<file path="config.mk">
export PLATFORM = sky130hd
export DESIGN_NAME = sin_sched
export DESIGN_NICKNAME = d
export VERILOG_FILES = /design/src/rtl/sincos_pkg.sv /design/src/rtl/rr_arbiter.sv /design/src/rtl/sin_sched.sv
export SDC_FILE = /design/constraint.sdc
export NUM_CORES = 1
export LEC_CHECK = 0
export CORE_MARGIN = 1.5
export CORE_UTILIZATION = 49
export CTS_CLUSTER_SIZE = 10
export DETAILED_ROUTE_END_ITERATION = 10
export GPL_TIMING_DRIVEN = 0
export PLACE_DENSITY_LB_ADDON = 0.1
export SYNTH_ARGS = -nofsm -noshare
export SYNTH_HDL_FRONTEND = slang
export SYNTH_SLANG_ARGS = --single-unit
</file>
<file path="constraint.sdc">
create_clock -name clk -period 8.4 [get_ports clk]
set_input_delay 1.68 -clock clk [delete_from_list [all_inputs] [get_ports clk]]
set_output_delay 1.68 -clock clk [all_outputs]
set_load 0.005 [all_outputs]
</file>
<file path="src/rtl/sincos_pkg.sv">
// Shared definitions for the sine/cosine scheduler.
//   W          : angle/result width (signed Q18.8)
//   *_PI_Q     : pi-related constants in Q18.8
//   ID_W       : tag id width, sized for the largest supported requester count (8)
//   op_e       : requested function (sine or cosine)
//   tag_t      : in-flight tag entry {valid, id}
package sincos_pkg;

  localparam int W         = 27;
  localparam int ID_W      = 3;
  localparam int HALF_PI_Q = 402;
  localparam int PI_Q      = 804;
  localparam int TWO_PI_Q  = 1608;

  typedef enum logic {
    OP_SIN = 1'b0,
    OP_COS = 1'b1
  } op_e;

  typedef struct packed {
    logic            valid;
    logic [ID_W-1:0] id;
  } tag_t;

endpackage

</file>
<file path="src/rtl/rr_arbiter.sv">
// Round-robin arbiter with a registered priority pointer.
//   clk, rst      : clock, asynchronous active-low reset
//   i_req         : request vector
//   i_advance     : a grant was consumed this cycle; move pointer past it
//   o_grant       : one-hot grant (zero when no request)
//   o_grant_idx   : encoded index of the granted requester
module rr_arbiter #(
  parameter  int NUM_REQ = 4,
  localparam int IDX_W   = $clog2(NUM_REQ)
) (
  input  logic               clk,
  input  logic               rst,
  input  logic [NUM_REQ-1:0] i_req,
  input  logic               i_advance,
  output logic [NUM_REQ-1:0] o_grant,
  output logic [IDX_W-1:0]   o_grant_idx
);

  logic [IDX_W-1:0] r_ptr;
  logic             w_found;

  // Search upward from the pointer, wrapping, and take the first request.
  always_comb begin
    // NOTE: every signal written here gets a default first, so no path can infer a latch.
    o_grant     = '0;
    o_grant_idx = '0;
    w_found     = 1'b0;
    for (int k = 0; k < NUM_REQ; k++) begin
      if (!w_found && i_req[(int'(r_ptr) + k) % NUM_REQ]) begin
        w_found                                 = 1'b1;
        o_grant[(int'(r_ptr) + k) % NUM_REQ]    = 1'b1;
        o_grant_idx = IDX_W'((int'(r_ptr) + k) % NUM_REQ);
      end
    end
  end

  // NOTE: sequential state uses non-blocking assignments so all flops update together.
  always_ff @(posedge clk or negedge rst) begin
    if (!rst) begin
      r_ptr <= '0;
    end else if (i_advance) begin
      r_ptr <= (o_grant_idx == IDX_W'(NUM_REQ - 1)) ? '0 : o_grant_idx + 1'b1;
    end
  end

endmodule

</file>
<file path="src/rtl/sin_sched.sv">
// Shares one fixed-latency sine pipeline among NUM_REQ requesters.
// Cosine requests are issued as sin(angle + pi/2), wrapped into [-pi, pi].
// A tag shift register, matched to the pipeline latency, routes each
// result back to the requester that issued it.
//   clk, rst    : clock, asynchronous active-low reset
//   req_valid   : per-requester request valid
//   req_ready   : per-requester grant (combinational, one-hot or zero)
//   req_op      : per-requester op (0 = sin, 1 = cos)
//   req_angle   : packed angles, requester i at [i*W +: W]
//   sin_en      : enable to the sine pipeline
//   sin_angle   : registered angle to the sine pipeline
//   sin_result  : sine pipeline output
//   rsp_valid   : one-hot single-cycle result strobe
//   rsp_data    : result data shared by all requesters
//   busy        : any tag in flight or any request pending
module sin_sched #(
  parameter int NUM_REQ     = 4,
  parameter int W           = sincos_pkg::W,
  parameter int SIN_LATENCY = 20
) (
  input  logic                 clk,
  input  logic                 rst,
  input  logic [NUM_REQ-1:0]   req_valid,
  output logic [NUM_REQ-1:0]   req_ready,
  input  logic [NUM_REQ-1:0]   req_op,
  input  logic [NUM_REQ*W-1:0] req_angle,
  output logic                 sin_en,
  output logic [W-1:0]         sin_angle,
  input  logic [W-1:0]         sin_result,
  output logic [NUM_REQ-1:0]   rsp_valid,
  output logic [W-1:0]         rsp_data,
  output logic                 busy
);

  import sincos_pkg::*;

  localparam int IDX_W = $clog2(NUM_REQ);
  localparam int LAST  = SIN_LATENCY;

  logic                 r_sin_en;
  logic [W-1:0]         r_sin_angle;
  logic [NUM_REQ-1:0]   r_rsp_valid;
  logic [W-1:0]         r_rsp_data;
  tag_t                 r_tags [LAST+1];

  logic [NUM_REQ-1:0]   w_grant;
  logic [IDX_W-1:0]     w_grant_idx;
  logic                 w_hs;
  logic [W-1:0]         w_angle;
  logic signed [W:0]    w_cos_sum;
  logic [W-1:0]         w_issue_angle;
  logic                 w_busy;

  rr_arbiter #(.NUM_REQ(NUM_REQ)) u_arb (
    .clk         (clk),
    .rst         (rst),
    .i_req       (req_valid),
    .i_advance   (w_hs),
    .o_grant     (w_grant),
    .o_grant_idx (w_grant_idx)
  );

  // No grants until the pipeline enable is up (reset and the first cycle after it).
  assign req_ready = w_grant & {NUM_REQ{r_sin_en}};
  assign w_hs      = |(req_valid & req_ready);

  // Cosine becomes sine of a quarter-turn-advanced angle; one extra bit keeps the
  // sum exact before it is folded back into range.
  always_comb begin
    w_angle   = req_angle[w_grant_idx*W +: W];
    w_cos_sum = $signed({w_angle[W-1], w_angle}) + $signed((W+1)'(HALF_PI_Q));
    if (w_cos_sum > $signed((W+1)'(PI_Q))) begin
      w_cos_sum = w_cos_sum - $signed((W+1)'(TWO_PI_Q));
    end
    w_issue_angle = (op_e'(req_op[w_grant_idx]) == OP_COS) ? w_cos_sum[W-1:0] : w_angle;
  end

  always_comb begin
    w_busy = |req_valid;
    for (int s = 0; s <= LAST; s++) begin
      w_busy = w_busy | r_tags[s].valid;
    end
  end

  always_ff @(posedge clk or negedge rst) begin
    if (!rst) begin
      r_sin_en    <= 1'b0;
      r_sin_angle <= '0;
      r_rsp_valid <= '0;
      r_rsp_data  <= '0;
      // NOTE: the tag entries are reset because their valid bits decide whether a
      // result is reported; the sine pipeline data is left alone, since stale
      // values there can never be matched to a cleared tag.
      for (int s = 0; s <= LAST; s++) begin
        r_tags[s] <= '0;
      end
    end else begin
      r_sin_en <= 1'b1;
      if (w_hs) begin
        r_sin_angle <= w_issue_angle;
      end
      r_tags[0] <= '{valid: w_hs, id: ID_W'(w_grant_idx)};
      for (int s = 1; s <= LAST; s++) begin
        r_tags[s] <= r_tags[s-1];
      end
      if (r_tags[LAST].valid) begin
        r_rsp_valid <= NUM_REQ'(1) << r_tags[LAST].id;
        r_rsp_data  <= sin_result;
      end else begin
        r_rsp_valid <= '0;
      end
    end
  end

  assign sin_en    = r_sin_en;
  assign sin_angle = r_sin_angle;
  assign rsp_valid = r_rsp_valid;
  assign rsp_data  = r_rsp_data;
  assign busy      = w_busy;

endmodule

</file>
### Word-level counts from Yosys, hierarchy flattened

Cells that the tools add are included.

* flip-flop bits (word level): 124
* input port bits: 145
* output and inout bits: 64
* word-level logic and storage cells: 147

* add/sub/neg operators: 6
* multipliers: 1
* order comparisons: 10
* equality and inequality tests: 1
* shift operators: 2
* multiplexer cells: 36
* bitwise logic cells: 29
* reduce and logical (&&, ||, !) cells: 15

Operator list (count)
* $shiftx 108x8->27: 1
* $mux 27: 2
* $add 27x10->28 const B: 1
* $gt 28x11->1 const B: 1
* $sub 27x12->27 const B: 1
* $or 1x1->1: 21
* $mux 4: 5
* $mux 1: 15
* $lt 3x4->1 const B: 3
* $or 4x4->4: 3
* $bmux 1 s2: 5
* $mux 2: 5
* $ge 3x1->1 const B: 3
* $and 4x4->4: 2
* $demux 1 s2: 4
* $reduce_or 4->1: 2
* $logic_and 1x1->1: 7
* $mul 2x5->7 const B: 1
* $lt 2x3->1 const B: 2
* $reduce_or 2->1: 3
* $add 2x1->2 const B: 2
* $add 2x2->2 const B: 2
* $shl 1x2->4 const A: 1
* $and 1x1->1 const A: 3
* 3 further kinds: 5

### Logic depth before layout (Yosys ltp)

Gate-level depths: netlist (run 1).

* depth after elaboration: 22
* mapped depth: 26

### Modules after synthesis

From an unflattened synthesis (run 1), not the netlist that was laid out.

* cell total of the unflattened synthesis: 657
* area, all modules: 7174.4 um2

By module, submodules not included
* sin_sched: instances 1, cells an instance 601, area each 6661.4 um2, sequential area each 3052.9 um2
* rr_arbiter: instances 1, cells an instance 56, area each 513.0 um2, sequential area each 50.0 um2

### Worst setup path after synthesis (run 1)

OpenSTA, ideal clock, no wires.

* kind: input port to flip-flop
* from: input req_valid[2]
* to: register r_sin_angle[24] (netlist: sin_angle[24])
* library setup time: 0.125 ns
* arrival: 6.296 ns
* slack: 1.979 ns
* stages on the path: 22
* path buffers: 5
* path through: buf_2 -> mux4_2 -> nor2b_1 -> buf_6 -> o21a_4 -> nor2_8 -> inv_4 -> buf_6 -> buf_2 -> buf_1 -> o21a_1 -> ha_1 -> o21ai_1 -> o2bb2ai_1 -> a31oi_4 -> o31a_1 -> nor4_1 -> nand4_4 -> nor3b_2 -> and2_1 -> a311o_1 -> nand3_1

* cells in the longest elaborated chain, start to end: 18
* elaborated cells between the ends (all ways): 43

RTL lines
* from (decl): RTL line sin_sched.sv:23 `input logic [NUM_REQ-1:0] req_valid,`
* $bmux 1 s2: RTL line rr_arbiter.sv:29 `if (!w_found && i_req[(int'(r_ptr) + k) % NUM_REQ]) begin`
* $mux 1 (implied by the code): RTL line rr_arbiter.sv:29
* $mux 1: RTL line rr_arbiter.sv:29
* $logic_not 1->1: RTL line rr_arbiter.sv:29
* $logic_and 1x1->1: RTL line rr_arbiter.sv:29
* $mux 1: RTL line rr_arbiter.sv:29
* $logic_not 1->1: RTL line rr_arbiter.sv:29
* $logic_and 1x1->1: RTL line rr_arbiter.sv:29
* [3 not listed]
* $mux 2 (*): RTL line rr_arbiter.sv:29
* via u_arb.o_grant_idx[0]: RTL line rr_arbiter.sv:16 `output logic [IDX_W-1:0] o_grant_idx`
* $mul 2x5->7: RTL line sin_sched.sv:70 `w_angle = req_angle[w_grant_idx*W +: W];`
* $shiftx 108x8->27: RTL line sin_sched.sv:70
* $add 27x10->28: RTL line sin_sched.sv:71 `w_cos_sum = $signed({w_angle[W-1], w_angle}) + $signed((W+1)'(HALF_PI_Q));`
* $sub 27x12->27 or $gt 28x11->1 (tied branches): RTL line sin_sched.sv:73, sin_sched.sv:72
* $mux 27: RTL line sin_sched.sv:72 `if (w_cos_sum > $signed((W+1)'(PI_Q))) begin`
* $mux 27 (*): RTL line sin_sched.sv:75 `w_issue_angle = (op_e'(req_op[w_grant_idx]) == OP_COS) ? w_cos_sum[W-1:0] : w_angle;`
* to (signal assigned): RTL line sin_sched.sv:100 `r_sin_angle <= w_issue_angle;`
* to (decl): RTL line sin_sched.sv:41 `logic [W-1:0] r_sin_angle;`

Mark *: on every way through the listed nets, which the timed path passes. The rest lies on a longest branch. The select of a mux whose other input is x is not followed.
A chain may end at the register's enable or synchronous reset.

### Worst setup path in the final report (run 1)

* from: input req_valid[1]
* to: register r_sin_angle[8] (netlist: sin_angle[8])

* cells in the longest elaborated chain, start to end: 18
* elaborated cells between the ends (all ways): 43

RTL lines (RTL line)
* $bmux 1 s2: rr_arbiter.sv:29
* $mux 1 (implied by the code): rr_arbiter.sv:29
* $mux 1: rr_arbiter.sv:29
* $logic_not 1->1: rr_arbiter.sv:29
* $logic_and 1x1->1: rr_arbiter.sv:29
* $mux 1: rr_arbiter.sv:29
* $logic_not 1->1: rr_arbiter.sv:29
* $logic_and 1x1->1: rr_arbiter.sv:29
* [2 not listed]
* $logic_and 1x1->1: rr_arbiter.sv:29
* $mux 2: rr_arbiter.sv:29
* $mul 2x5->7: sin_sched.sv:70
* $shiftx 108x8->27: sin_sched.sv:70
* $add 27x10->28: sin_sched.sv:71
* $sub 27x12->27 or $gt 28x11->1 (tied branches): sin_sched.sv:73, sin_sched.sv:72
* $mux 27: sin_sched.sv:72
* $mux 27: sin_sched.sv:75

Several ways; a longest one is shown, not always the timed one. The select of a mux whose other input is x is not followed.

==> results of run 1 <==
## state kept, by name, summed over array words and instances, names as in the netlist
signal	cells
rsp_data	27
sin_angle	27
r_tags	63
sin_en	1
rsp_valid	4
u_arb.r_ptr	2
## area by class of cell
| cell class | instances | share of cell area (%) |
|---|---|---|
| Buffer | 48 | 2.27 |
| Clock buffer | 18 | 4.00 |
| Clock inverter | 14 | 1.74 |
| Inverter | 18 | 0.653 |
| Multi-Input combinational cell | 627 | 40.5 |
| Sequential cell | 124 | 28.9 |
| Tap cell | 211 | 2.46 |
| Timing Repair Buffer | 207 | 19.5 |
## routing by layer
metal  global-route usage, %  routed length (µm)  part of all wire, %  vias up
li1                        -                   -                    -     3506
met1                    38.6               10100                   40     3582
met2                    50.9               11800                   47      444
met3                    6.82                2300                  9.1       60
met4                    13.4                 899                  3.6        0
met5                       0                   0                    0        -
## synthesized netlist by cell type, types with 11 or more instances
master / count / share of area (%)
nand3_1: 36 / 2.3
and3_1: 11 / 0.89
nor2_1: 55 / 2.7
buf_2: 18 / 1.2
dfrtp_1: 124 / 40
mux2i_1: 33 / 4.3
nor4_1: 11 / 0.89
clkbuf_1: 17 / 0.82
mux2_2: 38 / 5.5
nand2_1: 95 / 4.6
nor3_1: 27 / 1.7
inv_1: 16 / 0.77
o21ai_0: 19 / 1.2
o211ai_1: 15 / 1.5
a211oi_1: 11 / 1.1
a21oi_1: 48 / 3.1
xnor2_1: 14 / 1.6
## power by group
group	internal [mW]	leakage, nW	switching, mW
clock network	0.474	0.299	0.289
logic	1.37	2.62	2.15
registers	0.879	1.51	0.133
## timing repair
| action | 4_1_cts | 5_1_grt |
|---|---|---|
| endpoints found under the setup margin | 0 | 1 |
| endpoints found under the hold margin | 0 | 0 |
| gates resized for setup | 0 | 1 |
## cell families (layout without fill, tap and decap cells)
kind of cell	after synthesis	count (layout)	share of synthesized area [%]
other	1	1	0.0484
adders and majority gates	10	10	1.61
and+or+nand+nor	315	315	21.3
buffers and inverters	66	305	4.05
xor gates and xnor gates	19	19	2.15
DFF	124	124	40.0
muxes	75	75	10.7
AOI/OAI and AO/OA	207	207	20.1
## final timing paths
kind / endpoint / cells after the start / slack, ps
worst max-delay path: sin_angle[8] / 22 / 550
worst min-delay path: r_tags[53] / 0 / 340
worst max register to register: sin_angle[8] / 26 / 900
worst min register to register: r_tags[53] / 0 / 340
max in group asynchronous: sin_angle[19] / 2 / 6530
min in group asynchronous: rsp_data[26] / 1 / 1120
## through the flow
stage / cell area (µm²) / std cells / setup slack [ps] / hold slack (ps) / util [%]
4_1_cts: 10700 / 1267 / 497 / 345 / 70.0
6_report: 10700 / 1267 / 553 / 344 / 70.0
3_3_place_gp: 10100 / 1234 / 87.4 / 332 / 65.8
2_1_floorplan: 7750 / 817 / 1980 / 331 / -
3_5_place_dp: 10100 / 1235 / 114 / 336 / 66.0
5_1_grt: 10700 / 1267 / 216 / 347 / 70.0
## critical path, delay by kind of cell
kind                     cells  cell delay [ps]
AND/OR/NAND/NOR              5             1190
AO/OA/AOI/OAI               10             2850
buffers and inverters        6             2040
adder cells (fa/ha/maj)      1              350
## layout by cell type, fill, tap and decap left out, drive strengths merged, types with 6 or more instances in the layout
master and n:
ha 10, and3 11, o31ai 7, clkinv 6, nor3 29, a22oi 13
o21ai 27, a211oi 15, nand3 36, mux2i 34, clkbuf 35, mux2 39
nand2 95, clkdlybuf4s50 205, o211ai 18, nor2 58, a21oi 49, nor4 13
inv 22, xnor2 14, nor2b 7, or3 6, buf 33, nand4 12
a31oi 10, dfrtp 124, and2 10, nand2b 8
==> results.py, run 1 <==
metrics = {
    "pwr": {
        "p_total_mw": 5.30,
        "ir_worst_vdd_mv": 0.275,
        "power_leakage_nw": 4.43,
        "power.density_mw_per_mm2": 494,
    },
    "die": {
        "rows": 45,
        "start_util_pct": 50.6,
        "ios": 209,
        "die_w_um": 129,
        "core_area_mm2": 0.0153,
        "die_h_um": 129,
        "die_area_mm2": 0.0166,
    },
    "cts": {
        "post_cts_buffers": 0,
        "cts-buffers-inserted": 17,
        "numClockSinks": 124,
        "clock_latency_ps": 410,
        "holdBufCountCts": 0,
        "clockRootBuffer": "clkbuf_16",
        "cts_max_level": 4,
        "clk_pin_slew_ps": 60,
        "cts_tree": "yes",
        "clock_path_buffers": 2,
    },
    "sta": {
        "tightest_slew_ps": 1090,
        "min_period_over_period_pct": 93.4,
        "slew_headroom_pct": 27.1,
        "clock.fmax_mhz": 127,
        "finClkSkew_ps": 5.24,
        "final.setup.tns_ps": 0,
        "rsz0062_at_grt": "no",
        "final_hold_viol_count": 0,
        "period_needed_ps": 7850,
        "drv_slew": 0,
        "setup_viol": 0,
    },
    "critical_path": {
        "required_ps": 8670,
        "r2r-start": "u_arb.r_ptr[0]",
        "cpMostUsedCell": "buf_2",
        "arrival_ps": 8120,
        "cp_slowest_cell": "clkdlybuf4s50_1",
        "crit_path_end_kind": "flop",
        "criticalPathCategory": "in2reg",
        "crit_start": "req_valid[1]",
        "cp_max_fo": 10,
        "max_stage_delay_ps": 600,
        "start_kind": "input port",
        "crit_chain": "clkdlybuf4s50_1 > buf_2 > nor3b_1 > o211ai_2 > o21ai_2 > buf_2 > buf_2 > buf_2 > nor2_1 > a31oi_1 > ha_1 > o21ai_1 > o2bb2ai_2 > a31oi_4 > nor4_4 > a31o_2 > a22o_2 > and4b_1 > buf_2 > a2111oi_0 > o41ai_1 > nand2_1",
    },
    "global_routing": {
        "grt.overflow.total": 0,
        "grt_max_degree": 102,
        "grt_pass1_wl_mm": 38.5,
        "grt_pass1_vias": 7313,
        "grt_usage_pct": 30.7,
        "antenna_found_initial": 0,
    },
    "routing": {
        "drt.antenna.violating_nets": 0,
        "drt_first_pass_iters": 5,
        "drt_wl_total_mm": 25.1,
        "viasPerCell": 5.99,
        "num_vias": 7592,
        "drc": 0,
        "wl_per_cell_um": 19.8,
        "drt_iter0_drc": 684,
    },
    "layout": {
        "regArea_mm2": 0.00310,
        "drive_gt1_share_pct": 13.3,
        "area_delta_synth_final_pct": 38.4,
        "multi_input_area_mm2": 0.00434,
        "num_antenna_cells": 0,
        "nNetsFinal": 1198,
        "num-fill-cells": 1247,
    },
    "synthesis": {
        "synth_seq_area_share_pct": 40.0,
        "syn_avg_cell_area_um2": 9.49,
        "netlist_area_mm2": 0.00775,
        "postSynthNetCount": 972,
        "synth_ff_type": "dfrtp_1",
        "yosysWarnings": 0,
        "synthCells": 817,
        "synthArstFlopShare_pct": 100,
        "ys_ff_latch": 124,
        "ys_types": 99,
        "synth_edf_count": 0,
    },
    "run": {
        "max_cap_viol_count": 0,
    },
    "placement": {
        "portBuffers": 206,
        "dp_hpwl_mm": 19.0,
        "place.gp.congestion": 0.959,
    },
    "hold_path": {
        "hp-start": "r_tags[57]",
        "hold_class": "reg2reg",
    },
    "status": {
        "status": "completed",
    },
}
No activity file was read; power rests on OpenSTA's default activity.
==> inputs of run 2 (changes only) <==
ABC_AREA = 1   (was not set)
CORE_UTILIZATION = 50   (was 49)
==> run 2 against run 1 <==
Against the previous run:
- critical path depth up 7
- cell count up 34%
- via count up 16%
- largest cell class unchanged
- hold slack better by 1.1 ps
- wire length down 1.2%
==> results.py, run 2 <==
metrics = {
    "status": {
        "status": "completed",
    },
    "sta": {
        "rsz0062_at_grt": "no",
        "finClkSkew_ps": 12.3,
        "period_needed_ps": 5800,
        "final_hold_viol_count": 0,
        "slew_headroom_pct": 40.3,
        "final.setup.tns_ps": 0,
        "tightest_slew_ps": 891,
        "setup_viol": 0,
        "clock.fmax_mhz": 172,
        "drv_slew": 0,
        "min_period_over_period_pct": 69.0,
    },
    "synthesis": {
        "synthCells": 1241,
        "synth_ff_type": "dfrtp_1",
        "syn_avg_cell_area_um2": 6.66,
        "ys_ff_latch": 124,
        "synth_compound_area_share_pct": 3.64,
        "netlist_area_mm2": 0.00826,
        "yosysWarnings": 0,
        "synth_xor_area_share_pct": 1.59,
        "synth_top_family_by_area": "simple AND/OR/NAND/NOR gates",
        "synth_area_leaders": "dfrtp_1 (38%), nand2_1 (25%), nand3_1 (10%)",
        "synth_common_cells": "nand2_1 (546), nand3_1 (171), dfrtp_1 (124), inv_1 (106), nor2_1 (52)",
        "synth_top_cell_by_area": "dfrtp_1",
        "synth.area.mux_share_pct": 0,
        "synth_seq_area_share_pct": 37.6,
        "ys_types": 40,
        "synth.most_common_cell": "nand2_1",
        "synthAdderAreaFrac_pct": 1.51,
        "postSynthNetCount": 1396,
        "synthSimpleGateAreaFrac_pct": 46.8,
        "netlist.area_leader.share_pct": 37.6,
        "synth_edf_count": 0,
        "synthArstFlopShare_pct": 100,
    },
    "die": {
        "ios": 209,
        "die_h_um": 132,
        "die_w_um": 132,
        "start_util_pct": 51.6,
        "die_area_mm2": 0.0173,
        "rows": 46,
        "core_area_mm2": 0.0160,
    },
    "routing": {
        "drc": 0,
        "num_vias": 8840,
        "viasPerCell": 5.21,
        "drt_wl_total_mm": 24.8,
        "wl_per_cell_um": 14.6,
        "drt.antenna.violating_nets": 0,
        "drt_first_pass_iters": 5,
        "drt_iter0_drc": 633,
    },
    "critical_path": {
        "crit_start": "req_valid[3]",
        "r2r-end": "sin_angle[23]",
        "start_kind": "input port",
        "crit_path_end_kind": "flop",
        "required_ps": 8700,
        "cp_max_fo": 10,
        "criticalPathCategory": "in2reg",
        "cp_slowest_cell": "o31ai_2",
        "r2r_cells": 29,
        "reg2reg_slack_ps": 3340,
        "r2r-start": "u_arb.r_ptr[1]",
        "max_stage_delay_ps": 730,
        "arrival_ps": 6100,
        "cpMostUsedCell": "nand2_1",
    },
    "run": {
        "max_cap_viol_count": 0,
    },
    "cts": {
        "clock_latency_ps": 420,
        "cts_tree": "yes",
        "post_cts_buffers": 0,
        "cts-resized-gates": 0,
        "cts_max_level": 4,
        "holdBufCountCts": 0,
        "cts-buffers-inserted": 17,
        "clock_path_buffers": 2,
        "clk_pin_slew_ps": 50,
        "clockRootBuffer": "clkbuf_16",
        "numClockSinks": 124,
    },
    "global_routing": {
        "grt.overflow.total": 0,
        "grt_pass1_vias": 8250,
        "grt_usage_pct": 29.3,
        "grt_max_degree": 75,
        "grt_pass1_wl_mm": 41.2,
        "antenna_found_initial": 0,
    },
    "layout": {
        "num_antenna_cells": 0,
        "area_delta_synth_final_pct": 36.1,
        "nNetsFinal": 1624,
        "largest_register_ff_count": 63,
        "multi_input_area_mm2": 0.00443,
        "final_common_cell": "nand2_1",
        "regMostFlops": "r_tags",
        "regArea_mm2": 0.00310,
        "layout_common_cells": "nand2_1 (546), clkdlybuf4s50_1 (207), nand3_1 (171)",
        "num-fill-cells": 1357,
        "fin_cells": 1697,
        "drive_gt1_share_pct": 8.04,
    },
    "hold_path": {
        "hold_class": "reg2reg",
        "hold_depth": 0,
        "min_to": "r_tags[0]",
        "hp-start": "r_tags[4]",
    },
    "placement": {
        "dp_cells": 1666,
        "place.gp.congestion": 0.948,
        "portBuffers": 208,
        "dp_hpwl_mm": 19.0,
    },
}
-- run 2: cells by family after synthesis --
logic type,Yosys count
other,1
AO/OA/AOI/OAI,52
XOR/XNOR,15
AND/OR/NAND/NOR,873
flip-flops,124
adder cells (fa/ha/maj),10
buffers and inverters,166
-- run 2: area by class of cell --
type	instances	share of cell area (%)
multi-input cells	951	39.4
flip-flops and latches	124	27.6
repair buffers	209	18.8
inverters	117	3.95
clock buffers	18	3.91
plain buffers	49	2.56
well taps	216	2.40
clock inverters	13	1.47
-- run 2: per-stage QoR --
| stage | utilization [%] | area (µm²) | hold WS (ps) | setup WS [ps] |
|---|---|---|---|---|
| 6_report | 70.3 | 11200 | 345 | 2600 |
| 5_1_grt | 70.3 | 11200 | 349 | 2240 |
| 4_1_cts | 70.3 | 11200 | 348 | 2690 |
| 3_5_place_dp | 66.5 | 10600 | 335 | 2300 |
| 3_3_place_gp | 66.3 | 10600 | 333 | 1060 |
| 2_1_floorplan | - | 8260 | 331 | 3530 |
-- run 2: how the worst max path moves through the flow --
stage | endpoint | slack, ps | depth (start not counted)
5_1_grt | sin_angle[24] | 2240 | 31
2_1_floorplan | sin_angle[25] | 3530 | 28
3_5_place_dp | sin_angle[23] | 2300 | 29
6_report | sin_angle[23] | 2600 | 29
3_3_place_gp | r_tags[81] | 1060 | 1
4_1_cts | sin_angle[15] | 2690 | 29
-- run 2: worst max-delay path, delay by kind of cell --
kind | cells | cell delay (ps)
AOI/OAI and AO/OA | 1 | 730
and+or+nand+nor | 22 | 2250
buffers and inverters | 5 | 1200
adders and majority gates | 1 | 210
-- run 2: routing by layer --
layer | up-vias | routed length, µm | GRT usage (%) | part of all wire [%]
met5 | - | 0 | 0 | 0
met4 | 0 | 603 | 9.44 | 2.4
met3 | 37 | 1860 | 4.94 | 7.5
met2 | 382 | 10900 | 45.2 | 44
met1 | 4021 | 11400 | 42.1 | 46
li1 | 4400 | - | - | -
Power of run 2 is not shown: default switching activity piles up to over one toggle a cycle in this logic, so the estimate is an artifact.
==> edit 1, RTL diff (config.mk and constraints of run 1) <==
Change the parameter `SIN_LATENCY` from 20 to 10.
--- a/src/rtl/sin_sched.sv
+++ b/src/rtl/sin_sched.sv
@@ -16,7 +16,7 @@
 module sin_sched #(
   parameter int NUM_REQ     = 4,
   parameter int W           = sincos_pkg::W,
-  parameter int SIN_LATENCY = 20
+  parameter int SIN_LATENCY = 10
 ) (
   input  logic                 clk,
   input  logic                 rst,
Check against the original RTL: no difference found for any inputs over 4 cycles, from zero or initial values and one cycle with rst low; that may be too few to reach the edited logic, so the function may still have changed.
==> edit 1 against run 1 <==
- clock skew up 0.0030 ns
- sequential cell count fell by 30
- routed wire length decreased by 3.3%
- synthesized area is 7.1% lower
- final cell count down 2.4%
- cell area is 7.7% lower
- worst setup slack got worse by 0.093 ns
- total power down 5.1%
==> edit 1: results (changes against run 1) <==
Route:
- The initial DRC count is 489 (-29%).
- The average wire length per cell after detail routing is 19.7 um (-0.92%).

Critical path:
- The reg-to-reg setup timing slack is 0.96 ns (+0.06 ns).
- The start point of the critical path is req_valid[0].
- The critical path's top delay family is buffers and inverters.
- The data arrival time of the critical path is 8.13 ns (about the same).
- The capture instance of the worst register-to-register path is sin_angle[19].

Place:
- The total of buffers placed on input and output ports is 207 (+0.49%).
- The final weighted congestion of routability-driven global placement is 0.987 (+3.0%).

Synthesis:
- The arithmetic-cell share of the synthesized area counting full adders, half adders and majority gates is 0.0174 (+0.00123).
- The multiplexer area fraction after synthesis came to 0.140 (+0.0329).
- The synthesized net count came to 981 (+0.93%).
- In the post-synthesis netlist, the biggest area contributors are dfrtp_1 33%, mux2_2 6.4%, nand2_1 5.9%, mux2i_1 5.0%, nand3_1 3.5%.
- The number of distinct library cells after synthesis is 93 (-6.1%).
- The mean area per synthesized cell is 8.72 um^2 (-8.1%).

Hold path:
- The worst hold path begins at r_tags[24].

Global route:
- The wire length of the first global-routing pass is 38.8 mm (+0.79%).
- The overall routing resource usage is 0.313 (+0.00600).
- The largest net degree at the start of global routing is 51 (-50%).

Clock tree:
- The later-pin clock latency in the skew report is 0.35 ns (-0.06 ns).
- The maximum level of the CTS H-tree is 3 (-1).

Cells and area:
- The number of nets in the layout is 1203 (+0.42%).
- The flip-flop count of the largest register, all copies and words added came to 33 (-48%).

STA:
- The normalized max-slew margin was 0.112 (-0.159).

Power and ir drop:
- The fraction of power consumed by sequential logic is 0.154 (-0.037).
- The worst vdd rail ir drop came to 0.241 mV (-13%).

Outcome:
- The flow ran to the end, and the final reports show no timing, DRC or antenna violations.
## edit 1: changes by cell type after synthesis, sizes merged, moves of 8 or more
cell,delta
a211oi,-8
a31oi,+8
nand3,+14
o21ai,+21
dfrtp,-30
nand2,+20
o211ai,-11
a21oi,-15
## edit 1: final cells by class
class,instances,share of cell area
plain buffers,48,0.0258
flip-flops and latches,94,0.238
multi-input cells,669,0.462
inverters,12,0.00581
clock buffers,9,0.0228
well taps,184,0.0233
clock inverters,7,0.00670
repair buffers,214,0.216
## edit 1: what timing repair did
| action | CTS | global route |
|---|---|---|
| pin swaps | 1 | 4 |
| endpoints found under the setup margin | 18 | 23 |
| buffers inserted | 1 | 5 |
| gates resized for setup | 4 | 7 |
## edit 1: metal layers
metal | global-route usage | part of all wire | up-vias
met5 | 0 | 0 | -
met4 | 0.143 | 0.041 | 0
met3 | 0.0399 | 0.057 | 73
met2 | 0.540 | 0.50 | 330
met1 | 0.390 | 0.41 | 3670
li1 | - | - | 3544
==> edit 2, RTL diff (flow settings as in run 1) <==
Made on the original files. Make the reset (`rst`) synchronous in 2 clocked blocks. Comments in the files are not updated.
--- a/src/rtl/rr_arbiter.sv
+++ b/src/rtl/rr_arbiter.sv
@@ -35,7 +35,7 @@
   end
 
   // NOTE: sequential state uses non-blocking assignments so all flops update together.
-  always_ff @(posedge clk or negedge rst) begin
+  always_ff @(posedge clk) begin
     if (!rst) begin
       r_ptr <= '0;
     end else if (i_advance) begin
--- a/src/rtl/sin_sched.sv
+++ b/src/rtl/sin_sched.sv
@@ -82,7 +82,7 @@
     end
   end
 
-  always_ff @(posedge clk or negedge rst) begin
+  always_ff @(posedge clk) begin
     if (!rst) begin
       r_sin_en    <= 1'b0;
       r_sin_angle <= '0;
Behaviour: differs if rst is asserted again (counterexample within 4 cycles, from zero or initial values and one cycle with rst low); with rst held inactive, the same outputs for 4 cycles.
==> edit 2 against run 1 <==
- count of clock-buffer cells in the layout up 1
- sequential cell count unchanged
- register-to-register slack worse by 0.62 ns
- critical path depth is 7 higher
- final cell count grew 12%
- worst setup slack got worse by 0.27 ns
- sequential power decreased by 30%
- cell area up 3.0%
- synthesized area grew 4.4%
- clock power shrank 9.8%
- total power fell by 30%
- routed wire length rose by 11%
==> edit 2: results (changes against run 1) <==
Outcome:
- The run finished with clean final reports.

Synthesis:
- In the synthesized netlist the dominant register cell turns out to be dfxtp_1.
- In the synthesized netlist, the cells that appear most often are 124 x dfxtp_1, 98 x nand2_1, 94 x nor2_1.
- The arithmetic-cell share of the synthesized area counting full adders, half adders and majority gates is 0.0170 (+0.000865).
- The post-synthesis xor/xnor area fraction is 0.0377 (+0.0163).
- The synthesized net count is 1123 (+16%).
- The mean area per synthesized cell came to 8.37 um^2 (-12%).
- The number of distinct library cells after synthesis is 97 (-2.0%).
- The multiplexer area fraction after synthesis is 0.119 (+0.0117).
- The sequential element share of the synthesized area came to 0.307 (-0.0936).
- The async set-reset flop share out of synthesis was 0 (-1.00).

Place:
- The total of buffers placed on input and output ports is 208 (+0.97%).
- The final HPWL from detailed placement came to 21.0 mm (+10%).

STA:
- The final clock skew is 0.00690 ns (+0.00167 ns).
- The pin slew with the least headroom to its limit came to 1.28 ns (+0.187 ns).

Global route:
- The overall routing resource usage came to 0.316 (+0.00931).
- The via count of the first global-routing pass was 8172 (+12%).

Power and ir drop:
- The switching share of total power is 0.472 (-0.0133).
- The proportion of power drawn by the clock network is 0.185 (+0.041).
- The static power due to leakage is 4.07 nW (-8.2%).

Cells and area:
- The fraction of layout instances using a drive strength above 1 came to 0.0969 (-0.0356).

Critical path:
- The data arrival time of the critical path came to 8.41 ns (+0.29 ns).
- The critical path's largest stage delay is 0.62 ns (+0.02 ns).
- The critical path's top delay family is buffers and inverters.
- The maximum fanout count along the critical path was 19 (+9).

Route:
- The number of detailed-routing iterations run before antenna repair was 6 (+1).
- The number of vias per cell is 6.14 (+2.4%).
- The met2 wirelength from detailed routing was 12.9 mm (+9.5%).
- The wire length the detailed router placed on met1 is 11.2 mm (+11%).
- The wire length on met3 was 2.51 mm (+9.4%).
- The initial DRC count was 847 (+24%).
- The average wire length per cell after detail routing is 19.5 um (-1.6%).
-- edit 2: changes by cell type in the layout (fill, tap and decap cells not counted), moves of 11 or more --
cell      before  now
dfrtp_1      124    0
dfxtp_1        0  124
and2_1         9   66
nor2_1        55   94
mux2i_1       33   66
mux2_2        38   16
a21oi_1       48   28
clkbuf_1      18   29
o21ai_0       19   30
-- edit 2: worst paths after layout --
kind                       start            end  slack, ns  cells after the start
setup / recovery  u_arb.r_ptr[0]  sin_angle[18]       0.28                     29
hold / removal     r_tags[1][20]  r_tags[1][24]       0.42                      1
setup reg to reg  u_arb.r_ptr[0]  sin_angle[18]       0.28                     29
hold reg to reg    r_tags[1][20]  r_tags[1][24]       0.42                      1
-- edit 2: final cells by class --
cell class / instances / area, um^2 / share of cell area
multi-input cells: 766 / 5280 / 0.477
flip-flops and latches: 124 / 2480 / 0.225
repair buffers: 209 / 2090 / 0.189
clock buffers: 19 / 443 / 0.0401
plain buffers: 61 / 313 / 0.0283
well taps: 216 / 270 / 0.0245
clock inverters: 13 / 118 / 0.0106
inverters: 14 / 57.6 / 0.00521
repair inverters: 1 / 5.00 / 0.000453
-- edit 2: what timing repair did --
item                       4_1_cts  5_1_grt
setup endpoints to repair       24       24
gates cloned                     0        1
hold endpoints to repair         0        0
setup buffers                    0        1
pin swaps                        0        0
gates resized for setup          4        6
-- edit 2: layer usage --
metal  vias to the layer above  global-route usage
met5                         -                   0
met4                         0               0.140
met3                        82              0.0637
met2                       514               0.518
met1                      4089               0.401
li1                       4047                   -
-- edit 2: cell families (layout without fill, tap and decap cells) --
group / Yosys count / count (layout)
fa+ha+maj: 11 / 11
simple gates: 410 / 410
compound gates: 223 / 223
buf+inv: 77 / 317
xor+xnor: 34 / 34
flops: 124 / 124
mux: 88 / 88
